$ cat config.mk
export PLATFORM = sky130hd
export DESIGN_NAME = dequant_dezigzag
export DESIGN_NICKNAME = d
export VERILOG_FILES = /design/src/rtl/idct_pkg.sv /design/src/rtl/dq_bank.sv /design/src/rtl/dequant_dezigzag.sv
export SDC_FILE = /design/constraint.sdc
export NUM_CORES = 2
export LEC_CHECK = 0
export CORE_MARGIN = 2
export CORE_UTILIZATION = 40
export DETAILED_ROUTE_END_ITERATION = 8
export GPL_ROUTABILITY_DRIVEN = 0
export GPL_TIMING_DRIVEN = 0
export PLACE_DENSITY_LB_ADDON = 0.15
export SYNTH_ARGS = -nofsm -noshare
export SYNTH_HDL_FRONTEND = slang
export SYNTH_HIERARCHICAL = 1
export SYNTH_SLANG_ARGS = --single-unit
$ cat constraint.sdc
create_clock -name clock -period 15.2 [get_ports clock]
set_clock_uncertainty 0.1 [all_clocks]
set_input_delay 3.04 -clock clock [delete_from_list [all_inputs] [get_ports clock]]
set_output_delay 3.04 -clock clock [all_outputs]
set_load 0.005 [all_outputs]
$ cat src/rtl/idct_pkg.sv
// Shared constants and helpers for the dequantiser / Fast_IDCT block path.
package idct_pkg;

  localparam int ML = 16;            // coefficient / output element width (signed)
  localparam int QW = 8;             // quantiser entry width (unsigned)
  localparam int PW = ML + QW + 1;   // signed product width

  // Zigzag stream position -> natural row-major index (standard JPEG order).
  localparam int ZZ [64] = '{
     0,  1,  8, 16,  9,  2,  3, 10,
    17, 24, 32, 25, 18, 11,  4,  5,
    12, 19, 26, 33, 40, 48, 41, 34,
    27, 20, 13,  6,  7, 14, 21, 28,
    35, 42, 49, 56, 57, 50, 43, 36,
    29, 22, 15, 23, 30, 37, 44, 51,
    58, 59, 52, 45, 38, 31, 39, 46,
    53, 60, 61, 54, 47, 55, 62, 63
  };

  // Clamp a full-width product into the signed ML-bit element range.
  function automatic logic [ML-1:0] sat16(input logic signed [PW-1:0] x);
    if (x > $signed({{(QW+2){1'b0}}, {(ML-1){1'b1}}}))
      return {1'b0, {(ML-1){1'b1}}};
    else if (x < $signed({{(QW+2){1'b1}}, {(ML-1){1'b0}}}))
      return {1'b1, {(ML-1){1'b0}}};
    else
      return x[ML-1:0];
  endfunction

  // LSB position of natural element k inside a packed 8x8 block.
  function automatic int blk_lsb(input int k);
    return k * ML;
  endfunction

endpackage

$ cat src/rtl/dq_bank.sv
// One 8x8 coefficient bank: register storage plus a written-mask so that
// positions never written since the bank was opened read back as zero.
module dq_bank
  import idct_pkg::*;
(
  input  logic              clock,
  input  logic              reset,
  input  logic              clear,
  input  logic              we,
  input  logic [5:0]        idx,
  input  logic [ML-1:0]     data,
  output logic [64*ML-1:0]  block
);

  logic [ML-1:0] mem [64];
  logic [63:0]   mask;

  // Element storage; stale contents are hidden by the mask, so no reset.
  always_ff @(posedge clock) begin
    if (we) mem[idx] <= data;
  end

  // Written-mask: emptied on reset or when the bank is released for refill.
  always_ff @(posedge clock) begin
    if (reset || clear) mask <= '0;
    else if (we)        mask[idx] <= 1'b1;
  end

  // Packed read with unwritten positions forced to zero.
  always_comb begin
    block = '0;
    for (int k = 0; k < 64; k++)
      block[blk_lsb(k) +: ML] = mask[k] ? mem[k] : '0;
  end

endmodule

$ cat src/rtl/dequant_dezigzag.sv
// Dequantise zigzag-ordered coefficients, reorder into row-major order and
// hand out complete 8x8 blocks from a pair of ping-pong banks.
module dequant_dezigzag
  import idct_pkg::*;
(
  input  logic              clock,
  input  logic              reset,
  input  logic [ML-1:0]     in_coef,
  input  logic              in_last,
  input  logic              in_valid,
  output logic              in_ready,
  input  logic              q_we,
  input  logic [5:0]        q_addr,
  input  logic [QW-1:0]     q_data,
  output logic [64*ML-1:0]  out_block,
  output logic              out_valid,
  input  logic              out_ready
);

  logic [QW-1:0]        qtab [64];
  logic [5:0]           wr_pos;
  logic                 wr_bank;
  logic                 rd_bank;
  logic [1:0]           full;
  logic [1:0]           full_nxt;
  logic                 accept;
  logic                 complete;
  logic                 release_blk;
  logic signed [PW-1:0] prod;
  logic [ML-1:0]        wr_val;
  logic [5:0]           wr_idx;
  logic [64*ML-1:0]     bank_block [2];

  assign in_ready    = !full[wr_bank];
  assign out_valid   = full[rd_bank];
  assign accept      = in_valid && in_ready;
  assign complete    = accept && (in_last || (wr_pos == 6'd63));
  assign release_blk = out_valid && out_ready;

  // The beat reads the table combinationally, so a same-cycle write to the
  // same entry is only seen by later beats.
  assign prod   = $signed(in_coef) * $signed({1'b0, qtab[wr_pos]});
  assign wr_val = sat16(prod);
  assign wr_idx = 6'(ZZ[wr_pos]);

  // Quantiser table, identity after reset.
  always_ff @(posedge clock) begin
    if (reset) begin
      for (int i = 0; i < 64; i++) qtab[i] <= QW'(1);
    end else if (q_we) begin
      qtab[q_addr] <= q_data;
    end
  end

  // Bank occupancy: completion and release always target different banks.
  always_comb begin
    full_nxt = full;
    if (complete)    full_nxt[wr_bank] = 1'b1;
    if (release_blk) full_nxt[rd_bank] = 1'b0;
  end

  // Stream position, bank pointers and occupancy.
  always_ff @(posedge clock) begin
    if (reset) begin
      full    <= '0;
      wr_pos  <= '0;
      wr_bank <= 1'b0;
      rd_bank <= 1'b0;
    end else begin
      full <= full_nxt;
      if (complete) begin
        wr_pos  <= '0;
        wr_bank <= !wr_bank;
      end else if (accept) begin
        wr_pos  <= wr_pos + 6'd1;
      end
      if (release_blk) rd_bank <= !rd_bank;
    end
  end

  for (genvar b = 0; b < 2; b++) begin : g_bank
    dq_bank u_bank (
      .clock (clock),
      .reset (reset),
      .clear (release_blk && (rd_bank == 1'(b))),
      .we    (accept && (wr_bank == 1'(b))),
      .idx   (wr_idx),
      .data  (wr_val),
      .block (bank_block[b])
    );
  end

  assign out_block = bank_block[rd_bank];

endmodule

==> impl_metrics.env <==
export IMPL_reg2reg_to="g_bank[0].u_bank/mem[20][10]"
export IMPL_layoutNonFillerInstCount=13800
export IMPL_synth_seq_cells=2704
export IMPL_rsz0062_at_grt="false"
export IMPL_dp_hpwl_um=301000
export IMPL_hold_viol_final=0
export IMPL_grt_use_met3=0.0519
export IMPL_firstDrtPassIters=6
export IMPL_drv_slew=0
export IMPL_grt_pass1_wl_um=566000
export IMPL_grt_pass1_vias=71700
export IMPL_setup_violations=0
export IMPL_clock_sinks=2704
export IMPL_die_w_um=555
export IMPL_synth_edf_count=2560
export IMPL_vias=72600
export IMPL_synth_avg_cell_area_um2=15.0
export IMPL_final_antenna_net_count=0
export IMPL_async_flop_share=0
export IMPL_setup_tns_ps=0
export IMPL_yosys_area_top_type="edfxtp_1"
export IMPL_critPathMaxStageDelay_ps=1060
export IMPL_ys_warn_count=6
export IMPL_synth_cell_types=59
export IMPL_core_area_um2=302000
export IMPL_r2r_worst_path_cells=33
export IMPL_layout_min_cycle_time_ps=12660
export IMPL_clockRootBuffer="clkbuf_16"
export IMPL_fmax_ghz=0.0790
export IMPL_wl_per_cell_um=30.0
export IMPL_io_pins=1062
export IMPL_crit_end="g_bank[0].u_bank/mem[20][10]"
export IMPL_syn_num_nets=8274
export IMPL_postCtsSetupBuffers=0
export IMPL_reg2reg_slack_ps=2540
export IMPL_h_tree_depth=5
export IMPL_clockBufferDepth=4
export IMPL_first_iter_violations=6219
export IMPL_drive_gt1_frac=0.206
export IMPL_cpMaxStageDelayCell="buf_1"
export IMPL_seq_area_frac_synth=0.658
export IMPL_grt_use_total=0.263
export IMPL_crit_path_max_fanout=21
export IMPL_synthCells=8070
export IMPL_critPathLaunchType="flop"
export IMPL_avgViaCountPerCell=5.26
export IMPL_fin_crit_sh=0.833
export IMPL_grt_busiest_layer="met2"
export IMPL_start_util=0.401
export IMPL_grt_remaining_overflow=0
export IMPL_crit_type="reg2reg"
export IMPL_clk_pin_slew_ps=60
export IMPL_dp_cells=13200
export IMPL_crit_required_ps=15700
export IMPL_yosysTopAreaCellShare=0.634
export IMPL_worstMarginPinSlew_ps=1480
export IMPL_grt_max_degree=72
export IMPL_antenna_found_initial=15
export IMPL_postCtsHoldBufs=0
export IMPL_cts_buffers=301
export IMPL_whs_ps=437
export IMPL_drc=0
export IMPL_routed_wl_um=414000
export IMPL_relSlewSlack=0.0147
export IMPL_status="completed"
export IMPL_fin_util=0.496
export IMPL_die_area_um2=308000
export IMPL_met1_usage=0.332
export IMPL_fin_nets=9771
export IMPL_cts_resized=0
export IMPL_critPathCaptureType="flop"
export IMPL_synthesis_area_um2=121000
export IMPL_num_rows=202
export IMPL_die_y_um=555
export IMPL_cts_tree="built"
export IMPL_ys_flop_type="edfxtp_1"
export IMPL_area_growth_pct=23.7
export IMPL_clk_latency_ps=930
export IMPL_netlist_top_cells_area="edfxtp_1 (63%), and2_1 (13%), mux2_2 (9.5%)"
export IMPL_cap_violations=0
export IMPL_hold_path_class="reg2reg"
export IMPL_numPortBuffers=1052
export IMPL_arrival_ps=13160
export IMPL_grt_use_met2=0.440
==> worst min-delay path by stage <==
stage	cells after the start	slack (ps)	endpoint	startpoint
after floorplan	2	380	full[1]	full[1]
after global placement	2	420	full[1]	full[1]
after detailed placement	2	430	full[0]	full[0]
after CTS	2	440	full[0]	full[0]
after global routing	2	500	full[0]	full[0]
final	2	440	full[0]	full[0]
==> layer usage <==
metal  part of all wire  vias up
met3              0.069      545
met2               0.48     2503
li1                   -    31800
met4              0.049        0
met1               0.40    37700
met5                  0        -
==> cells by family (layout without fill, tap and decap cells) <==
family	after synthesis	after routing	share of synthesized area
muxes	1205	1205	0.127
adders and majority gates	168	168	0.0236
and+or+nand+nor	3115	3115	0.156
other	0	4	0
DFF	2704	2704	0.658
buffers and inverters	595	2344	0.0192
AOI/OAI and AO/OA	263	263	0.0148
xor gates and xnor gates	20	20	0.00144
==> cells in the mapped netlist, types with 3 or more instances <==
master     instances
a211oi_1           7
nand4_1            5
nor2_4            16
nor4_1             3
and3b_1            3
nor2_1           214
xor2_1             8
nor3_1             9
nand3b_1           9
buf_1             23
ha_1              66
or3b_1             6
or3_1             72
a31oi_1            7
or2_2             66
nor3b_1            3
xnor2_1           12
nand2_1           95
mux4_2           169
and2_1          2565
o21a_1           135
fa_1             102
a21o_1             6
o211ai_1           9
nand3_1           13
buf_2             28
nand4b_1           6
a21oi_1           34
dfxtp_1          144
and3_1             4
nand4bb_1          6
nor2b_1            8
mux2i_1            9
mux2_2          1027
clkbuf_1         368
inv_1            168
nand2b_1           5
buf_6              8
o21ai_0           44
edfxtp_1        2560
==> state kept, by name, summed over array words and instances (netlist names), named ones only <==
register            flops
qtab                  512
g_bank.u_bank/mask    128
g_bank.u_bank/mem    2048
full                    2
wr_bank                 1
rd_bank                 1
wr_pos                  6
==> cells in the final DEF, fill, tap and decap left out, types with 16 or more instances in the layout <==
master	count
mux2_2	1027
or3_1	72
dfxtp_1	144
nor2_2	106
clkinv_1	41
clkbuf_1	443
edfxtp_1	2560
nor2_4	18
fa_1	102
inv_1	167
mux4_2	169
o21a_1	135
buf_2	29
buf_16	35
a21oi_1	34
o21ai_0	29
clkinv_2	43
clkbuf_16	304
ha_1	66
buf_8	23
clkbuf_8	29
bufinv_16	16
clkdlybuf4s50_1	1052
nor2_1	106
or2_2	66
buf_12	78
buf_1	22
nand2_1	95
and2_1	2565
==> worst max-delay path, delay by kind of cell, from the launching register on <==
kind	cells	cell delay, ps
compound gates	5	1970
fa+ha+maj	5	2390
buf+inv	16	5070
flops	1	310
mux	3	1670
simple gates	4	740
==> final cells by class <==
cell class / count / area [um2]
Fill cell: 25700 / 152000
Sequential cell: 2704 / 79800
Multi-Input combinational cell: 4771 / 39600
Timing Repair Buffer: 1194 / 13500
Clock buffer: 418 / 8330
Tap cell: 3978 / 4980
Buffer: 427 / 1710
Clock inverter: 137 / 1460
Inverter: 168 / 638
Antenna cell: 4 / 10.0
==> through the flow <==
stage | area, um2 | setup slack (ps)
finish | 150000 | 2540
floorplan | 121000 | 1280
global route | 150000 | 2160
CTS | 150000 | 2470
detailed placement | 140000 | 2500
global placement | 137000 | -17150
Power is not shown: default switching activity piles up to over one toggle a cycle in this logic, so the estimate is an artifact.
